[src/rtl/mem_access_unit_pkg.sv]
// Shared types for the MEM-stage data-memory access unit: op codes, FSM states and
// request decode helpers.
package mem_access_unit_pkg;

  localparam int unsigned DmAddrWDefault = 14;

  typedef enum logic [2:0] {
    OpLw  = 3'd0,
    OpLh  = 3'd1,
    OpLhu = 3'd2,
    OpLb  = 3'd3,
    OpLbu = 3'd4,
    OpSw  = 3'd5,
    OpSh  = 3'd6,
    OpSb  = 3'd7
  } mem_op_e;

  typedef enum logic [2:0] {
    StIdle  = 3'd0,
    StLoad  = 3'd1,
    StRmwRd = 3'd2,
    StStore = 3'd3,
    StResp  = 3'd4
  } mau_state_e;

  function automatic logic is_load(input mem_op_e op);
    return (op <= OpLbu);
  endfunction

  function automatic logic is_misaligned(input mem_op_e op, input logic [1:0] addr_lo);
    logic w_bad;
    case (op)
      OpLw, OpSw:       w_bad = (addr_lo != 2'b00);
      OpLh, OpLhu, OpSh: w_bad = addr_lo[0];
      default:          w_bad = 1'b0;
    endcase
    return w_bad;
  endfunction

endpackage

[src/rtl/mem_access_unit_lsu_lane_mux.sv]
// Byte/half lane handling for the word-only DM: load extract+extend and store merge.
module mem_access_unit_lsu_lane_mux
  import mem_access_unit_pkg::*;
(
  input  mem_op_e     i_op,
  input  logic [1:0]  i_addr_lo,
  input  logic [31:0] i_dout,
  input  logic [31:0] i_merge,
  input  logic [31:0] i_wdata,
  output logic [31:0] o_load_data,
  output logic [31:0] o_store_data
);

  logic [7:0]  w_byte;
  logic [15:0] w_half;

  always_comb begin
    w_byte = i_dout[7:0];
    case (i_addr_lo)
      2'd1:    w_byte = i_dout[15:8];
      2'd2:    w_byte = i_dout[23:16];
      2'd3:    w_byte = i_dout[31:24];
      default: w_byte = i_dout[7:0];
    endcase
    w_half = i_addr_lo[1] ? i_dout[31:16] : i_dout[15:0];

    o_load_data = i_dout;
    case (i_op)
      OpLb:    o_load_data = {{24{w_byte[7]}}, w_byte};
      OpLbu:   o_load_data = {24'h0, w_byte};
      OpLh:    o_load_data = {{16{w_half[15]}}, w_half};
      OpLhu:   o_load_data = {16'h0, w_half};
      default: o_load_data = i_dout;
    endcase
  end

  always_comb begin
    o_store_data = i_wdata;
    case (i_op)
      OpSh: begin
        o_store_data = i_merge;
        if (i_addr_lo[1]) o_store_data[31:16] = i_wdata[15:0];
        else              o_store_data[15:0]  = i_wdata[15:0];
      end
      OpSb: begin
        o_store_data = i_merge;
        case (i_addr_lo)
          2'd1:    o_store_data[15:8]  = i_wdata[7:0];
          2'd2:    o_store_data[23:16] = i_wdata[7:0];
          2'd3:    o_store_data[31:24] = i_wdata[7:0];
          default: o_store_data[7:0]   = i_wdata[7:0];
        endcase
      end
      default: o_store_data = i_wdata;
    endcase
  end

endmodule

[src/rtl/mem_access_unit.sv]
// MEM-stage initiator for the word-only data memory: one request per handshake,
// sub-word stores via read-modify-write, response on a valid/ready channel.
module mem_access_unit
  import mem_access_unit_pkg::*;
#(
  parameter int unsigned DM_ADDR_W = DmAddrWDefault
) (
  input  logic        i_clk,
  input  logic        i_rst_n,
  input  logic        i_req_valid,
  output logic        o_req_ready,
  input  logic [2:0]  i_req_op,
  input  logic [31:0] i_req_addr,
  input  logic [31:0] i_req_wdata,
  input  logic [31:0] i_req_pc,
  output logic        o_rsp_valid,
  input  logic        i_rsp_ready,
  output logic [31:0] o_rsp_rdata,
  output logic        o_rsp_err,
  output logic        o_dm_we,
  output logic [31:0] o_dm_addr,
  output logic [31:0] o_dm_din,
  output logic [31:0] o_dm_pc,
  input  logic [31:0] i_dm_dout
);

  mau_state_e  r_state, w_state_nxt;
  mem_op_e     r_op;
  logic [31:0] r_addr, r_wdata, r_pc, r_merge, r_rdata;
  logic        r_err;

  mem_op_e     w_req_op;
  logic        w_accept, w_req_err;
  logic [31:0] w_load_data, w_store_data;

  assign w_req_op  = mem_op_e'(i_req_op);
  assign w_accept  = i_req_valid && (r_state == StIdle);
  assign w_req_err = is_misaligned(w_req_op, i_req_addr[1:0]) | (|i_req_addr[31:DM_ADDR_W]);

  mem_access_unit_lsu_lane_mux u_lane_mux (
    .i_op        (r_op),
    .i_addr_lo   (r_addr[1:0]),
    .i_dout      (i_dm_dout),
    .i_merge     (r_merge),
    .i_wdata     (r_wdata),
    .o_load_data (w_load_data),
    .o_store_data(w_store_data)
  );

  always_ff @(posedge i_clk or negedge i_rst_n) begin
    if (!i_rst_n) r_state <= StIdle;
    else          r_state <= w_state_nxt;
  end

  always_comb begin
    w_state_nxt = r_state;
    unique case (r_state)
      StIdle: begin
        if (w_accept) begin
          if (w_req_err)              w_state_nxt = StResp;
          else if (is_load(w_req_op)) w_state_nxt = StLoad;
          else if (w_req_op == OpSw)  w_state_nxt = StStore;
          else                        w_state_nxt = StRmwRd;
        end
      end
      StLoad:  w_state_nxt = StResp;
      StRmwRd: w_state_nxt = StStore;
      StStore: w_state_nxt = StResp;
      StResp:  if (i_rsp_ready) w_state_nxt = StIdle;
      default: w_state_nxt = StIdle;
    endcase
  end

  // Request latches; rdata is cleared on accept so stores/errors return zero.
  always_ff @(posedge i_clk or negedge i_rst_n) begin
    if (!i_rst_n) begin
      r_op    <= OpLw;
      r_addr  <= '0;
      r_wdata <= '0;
      r_pc    <= '0;
      r_merge <= '0;
      r_rdata <= '0;
      r_err   <= 1'b0;
    end else begin
      if (w_accept) begin
        r_op    <= w_req_op;
        r_addr  <= i_req_addr;
        r_wdata <= i_req_wdata;
        r_pc    <= i_req_pc;
        r_err   <= w_req_err;
        r_rdata <= '0;
      end
      if (r_state == StLoad)  r_rdata <= w_load_data;
      if (r_state == StRmwRd) r_merge <= i_dm_dout;
    end
  end

  always_comb begin
    o_req_ready = (r_state == StIdle);
    o_rsp_valid = (r_state == StResp);
    o_dm_we     = (r_state == StStore);
    o_dm_din    = (r_state == StStore) ? w_store_data : '0;
    o_dm_addr   = {r_addr[31:2], 2'b00};
    o_dm_pc     = r_pc;
    o_rsp_rdata = r_rdata;
    o_rsp_err   = r_err;
  end

endmodule

[config.mk]
export PLATFORM = sky130hd
export DESIGN_NAME = mem_access_unit
export DESIGN_NICKNAME = d
export VERILOG_FILES = /design/src/rtl/mem_access_unit_pkg.sv /design/src/rtl/mem_access_unit_lsu_lane_mux.sv /design/src/rtl/mem_access_unit.sv
export SDC_FILE = /design/constraint.sdc
export NUM_CORES = 1
export LEC_CHECK = 0
export ABC_AREA = 0
export BUFFER_PORTS_ARGS = -buffer_cell sky130_fd_sc_hd__buf_2
export CORE_ASPECT_RATIO = 2
export CORE_MARGIN = 2
export CORE_UTILIZATION = 30
export DETAILED_ROUTE_END_ITERATION = 8
export PLACE_DENSITY_LB_ADDON = 0.12
export SLEW_MARGIN = 10
export SYNTH_ARGS = -nofsm -noshare
export SYNTH_HDL_FRONTEND = slang
export SYNTH_SLANG_ARGS = --single-unit
[constraint.sdc]
create_clock -name i_clk -period 1.8 [get_ports i_clk]
set_input_delay 0.18 -clock i_clk [delete_from_list [all_inputs] [get_ports i_clk]]
set_output_delay 0.18 -clock i_clk [all_outputs]
set_load 0.02 [all_outputs]
; ---- Word level (Yosys, flattened, before mapping)
; Index checks and enable logic that the tools add are counted.
[word_totals]
elab_cells = 60
out_inout_bits = 132
ff_bits = 167
input_bits = 135
[op_classes]
n_eq_ne = 19
n_reduce_logical = 11
n_lt_le_gt_ge = 1
bitwise = 1
n_mux = 20
[ops]
columns = op, n
row1 = $pmux W32 S4, 1
row2 = $mux W32, 3
row3 = $pmux W32 S2, 1
row4 = $mux W16, 3
row5 = $mux W8, 4
row6 = $pmux W8 S3, 1
row7 = $eq A3 B3 Y1 const B, 6
row8 = $reduce_or A18 Y1, 1
row9 = $eq A3 B2 Y1 const B, 5
row10 = $pmux W3 S4, 1
row11 = $eq A3 B1 Y1 const B, 3
row12 = $mux W3, 3
row13 = $logic_not A3 Y1, 2
row14 = $reduce_or A3 Y1, 2
row15 = $eq A2 B2 Y1 const B, 2
row16 = $ne A2 B1 Y1 const B, 2
row17 = $reduce_bool A2 Y1, 2
row18 = $reduce_or A2 Y1, 2
row19 = $le A3 B3 Y1 const B, 1
row20 = $eq A2 B1 Y1 const B, 1
row21 = $mux W2, 1
row22 = $pmux W1 S2, 1
row23 = $reduce_and A2 Y1, 1
row24 = $logic_and A1 B1 Y1, 1
row25 = 2 further kinds, 2

; ---- Depth between registers and ports, before layout
[depth]
depth_word = 7
ltp_mapped = 7
depth_no_buf = 4

; ---- Cells and area by module
; From an unflattened synthesis, not the netlist that was laid out.
[unflattened]
cells_unflattened = 804
area_unflattened_um2 = 8669.6
[by_module_without_submodules]
columns = mod, instances, area_each_um2, cells_per_inst, seq_area_each_um2
row1 = mem_access_unit, 1, 6901.6, 523, 4179.0
row2 = mem_access_unit_lsu_lane_mux, 1, 1767.9, 281, 0.0

; ---- Least setup slack after synthesis
; No wires, ideal clock.
[synth_path]
kind = flip-flop to output port
from = register r_addr[0]
to = output o_dm_din[16]
required_ns = 1.620
path_stages_with_launch = 6
arrival_time_ns = 1.677
path_slack_ns = -0.057
n_path_buf = 2
cell_sequence = dfrtp_1 -> buf_2 -> buf_2 -> a21oi_4 -> mux2i_1 -> a211oi_1
[synth_between]
elab_chain_cells = 4
[synth_lines]
columns = item, line
row1 = start: declaration, mem_access_unit.sv:29  ; logic [31:0] r_addr, r_wdata, r_pc, r_merge, r_rdata;
row2 = start signal: assignment, mem_access_unit.sv:87  ; r_addr <= i_req_addr;
row3 = $eq A2 B2 Y1, mem_access_unit_lsu_lane_mux.sv:47  ; case (i_addr_lo)
row4 = $mux W8, mem_access_unit_lsu_lane_mux.sv:47
row5 = $pmux W32 S2, mem_access_unit_lsu_lane_mux.sv:39  ; case (i_op)
row6 = $mux W32, mem_access_unit.sv:102  ; o_dm_din = (r_state == StStore) ? w_store_data : '0;
row7 = end: declaration, mem_access_unit.sv:22  ; output logic [31:0] o_dm_din,
; No other way between the ends.

; ---- Final worst setup path
[layout_path]
from = register r_addr[0]
to = output o_dm_din[19]
; Same word-level chain as after synthesis.

==> flow_summary_export.csv <==
group,metric,value,unit
run_status,status,"complete, but fails checks",
run_status,violations,"setup timing",
placement,dp_slack,-61.6,ps
placement,portBuffers,264,
job,cap_violations,0,
global_routing,grt_max_degree,47,
floorplanning,start_util,30.3,%
power_and_ir_drop,power_density,987,nW/um^2
clock_tree,cts_max_path_buffers,2,
placement,hpwl,21200,um
route,vias_per_cell,5.01,
floorplanning,fp.dieH,242,um
route,num_vias,7548,
logic_synthesis,synthArstFlopShare,100,%
clock_tree,ctsRootBufferMaster,"clkbuf_16",
layout,drive_gt1_share,55.4,%
timing,fin_crit_sh,116,%
route,drt_iter0_drc,485,
logic_synthesis,synth.area.top_cells,"dfrtp_1, mux2_2, buf_4, nor2_1, nand2_1",
logic_synthesis,yosys.area.top_type,"dfrtp_1",
timing,finClkSkew,6.69,ps
timing,setup_tns,-9620,ps
global_routing,grt_usage,20.3,%
route,final_antenna_net_count,0,
setup_path,startpoint_type,"register",
floorplanning,rows,87,
hold_path,hold_depth,3,
global_routing,grt_pass1_wl,45000,um
logic_synthesis,ys_seq_area_share,49.4,%
floorplanning,dieArea,29700,um^2
setup_path,arrival,1910,ps
route,routed_wl,30300,um
logic_synthesis,yosys_warnings,0,
timing,drv_slew,0,
logic_synthesis,ys_types,57,
layout,synthToLayoutAreaGrowth,57.4,%
placement,gp_congestion,0.841,
timing,hold_viol_final,0,
setup_path,crit_type,"register to output pin",
logic_synthesis,ys_ff_latch,167,
clock_tree,clk-insertion-delay-late,440,ps
clock_tree,cts_max_level,4,
hold_path,hp-class,"input pin to register",
layout,nets,1272,
logic_synthesis,synth_area,8460,um^2
logic_synthesis,ys_dominant_reg_cell,"dfrtp_1",
logic_synthesis,synth_top_area_share,49.4,%
setup_path,r2r_cells,8,
clock_tree,clk_pin_slew,60,ps
global_routing,antenna_found_initial,1,
floorplanning,die-width,123,um
clock_tree,cts_tree,"done",
power_and_ir_drop,ir_worst_vdd,0.000671,V
layout,final_cells,1508,
timing,setup_viol,62,
logic_synthesis,synth-edff-count,0,
timing,rsz0062_at_grt,"true",
power_and_ir_drop,p_leak,6.23,nW
timing,period_needed,2090,ps
timing,hold_ws,29.6,ps
logic_synthesis,synth_cells,748,
setup_path,crit_fanout,8,
setup_path,end_kind,"output pin",
global_routing,grt-ovfl-total,0,
setup_path,worstPathRequired,1620,ps
route,firstDrtPassIters,7,
floorplanning,ios,267,
timing,max-slew-margin-rel,62.5,%
placement,dp.cells,1345,
timing,worstMarginPinSlew,563,ps
layout,fillCellCount,2612,
route,wl_per_cell,20.1,um
clock_tree,cts_made_buffers,17,
logic_synthesis,avgSynthCellArea,11.3,um^2
clock_tree,clock-sinks,167,
global_routing,grt_pass1_vias,7803,
floorplanning,core,28000,um^2
timing,fin_ws,-295,ps
route,drc,0,
timing,maxClockFrequency,477,MHz
-- through the flow --
stage          utilization [%]  total power [mW]  instance area [um^2]
3_5_place_dp              37.4              8.25                 10500
4_1_cts                   46.0              12.9                 12900
3_3_place_gp              37.4              8.21                 10500
2_1_floorplan                -              7.00                  8550
5_1_grt                   47.6              13.8                 13300
6_report                  47.6              13.1                 13300
-- worst max-delay path, stage by stage (launching register included) --
cell and delay, ps:
dfrtp_2 470, buf_6 150, a21oi_4 160, buf_12 180, mux2i_4 80, a211oi_2 240
buf_4 190
-- kinds of logic after synthesis --
logic type / share of synthesized area, %
multiplexers: 20.1
buffers and inverters: 6.90
flip-flops: 49.4
other: 0.0443
AO/OA/AOI/OAI: 14.2
AND/OR/NAND/NOR: 9.09
XOR/XNOR: 0.296
-- state kept, by name (all words and copies together) (netlist names) --
| signal | flops |
|---|---|
| r_addr | 32 |
| r_wdata | 32 |
| r_state | 3 |
| o_dm_pc | 32 |
| o_rsp_err | 1 |
| r_op | 3 |
| r_merge | 32 |
| o_rsp_rdata | 32 |
-- final timing paths --
| kind | from | end | slack [ps] |
|---|---|---|---|
| min reg2reg | o_rsp_rdata[23] | o_rsp_rdata[23] | 470 |
| max reg2reg | r_addr[1] | o_rsp_rdata[8] | -100 |
| min | i_req_addr[1] | r_addr[1] | 30 |
| max | r_addr[0] | o_dm_din[19] | -290 |
| min in group asynchronous | i_rst_n | o_rsp_rdata[28] | 240 |
| max in group asynchronous | i_rst_n | r_wdata[30] | 850 |
-- report_power, final --
part	internal, mW	switching (mW)
logic	2.25	2.31
registers	4.26	0.414
clock network	2.39	1.51
-- cell usage after synthesis, drive strengths merged (2+ instances only) --
master / instances
buf: 68
inv: 12
mux2i: 9
nand2b: 5
a222oi: 8
or2: 2
nor3: 7
o311ai: 7
nor4b: 2
a221oi: 3
mux2: 141
a31oi: 7
o211ai: 2
nand3: 11
and2: 2
nor4: 3
o21ai: 39
clkbuf: 18
a22oi: 18
xnor2: 2
a21oi: 32
nor2: 68
nor3b: 6
a221o: 8
and4: 2
nand2: 49
a22o: 7
a211oi: 10
a21o: 12
dfrtp: 167
o221ai: 7
-- per-layer routing --
metal,routed length (um),GRT usage [%]
met1,12700,25.8
met2,14700,32.6
met3,2020,5.40
met4,929,7.51
met5,0,0
-- area by class of cell --
cell class              instances  area, um^2  share of cell area, %
multi-input cells             484        4380                   32.8
flip-flops and latches        167        4180                   31.4
repair buffers                455        3650                   27.4
clock buffers                  24         472                   3.54
well taps                     356         445                   3.34
clock inverters                 8         145                   1.09
inverters                      12        48.8                  0.366
diodes                          2        5.00                 0.0376
-- cell usage in the layout (no fill, tap or decap), types with 10 or more instances in the layout --
cell,count
buf_4,68
a21oi_2,12
dfrtp_1,163
a21oi_1,16
buf_6,26
o21ai_0,13
buf_2,230
buf_12,16
nor2_1,65
o21ai_2,19
nand2_1,39
mux2_4,47
a22oi_1,12
inv_1,10
a21o_1,12
mux2_2,94
dlygate4sd3_1,96
clkbuf_16,23
-- what timing repair did --
action | CTS | global route
gates cloned | 5 | 5
endpoints found under the setup margin | 45 | 161
buffers inserted | 17 | 9
hold endpoints to repair | 134 | 0
gates resized for setup | 149 | 83
pin swaps | 42 | 21
hold buffers | 96 | 0
Power figures use the tool's default switching activity.
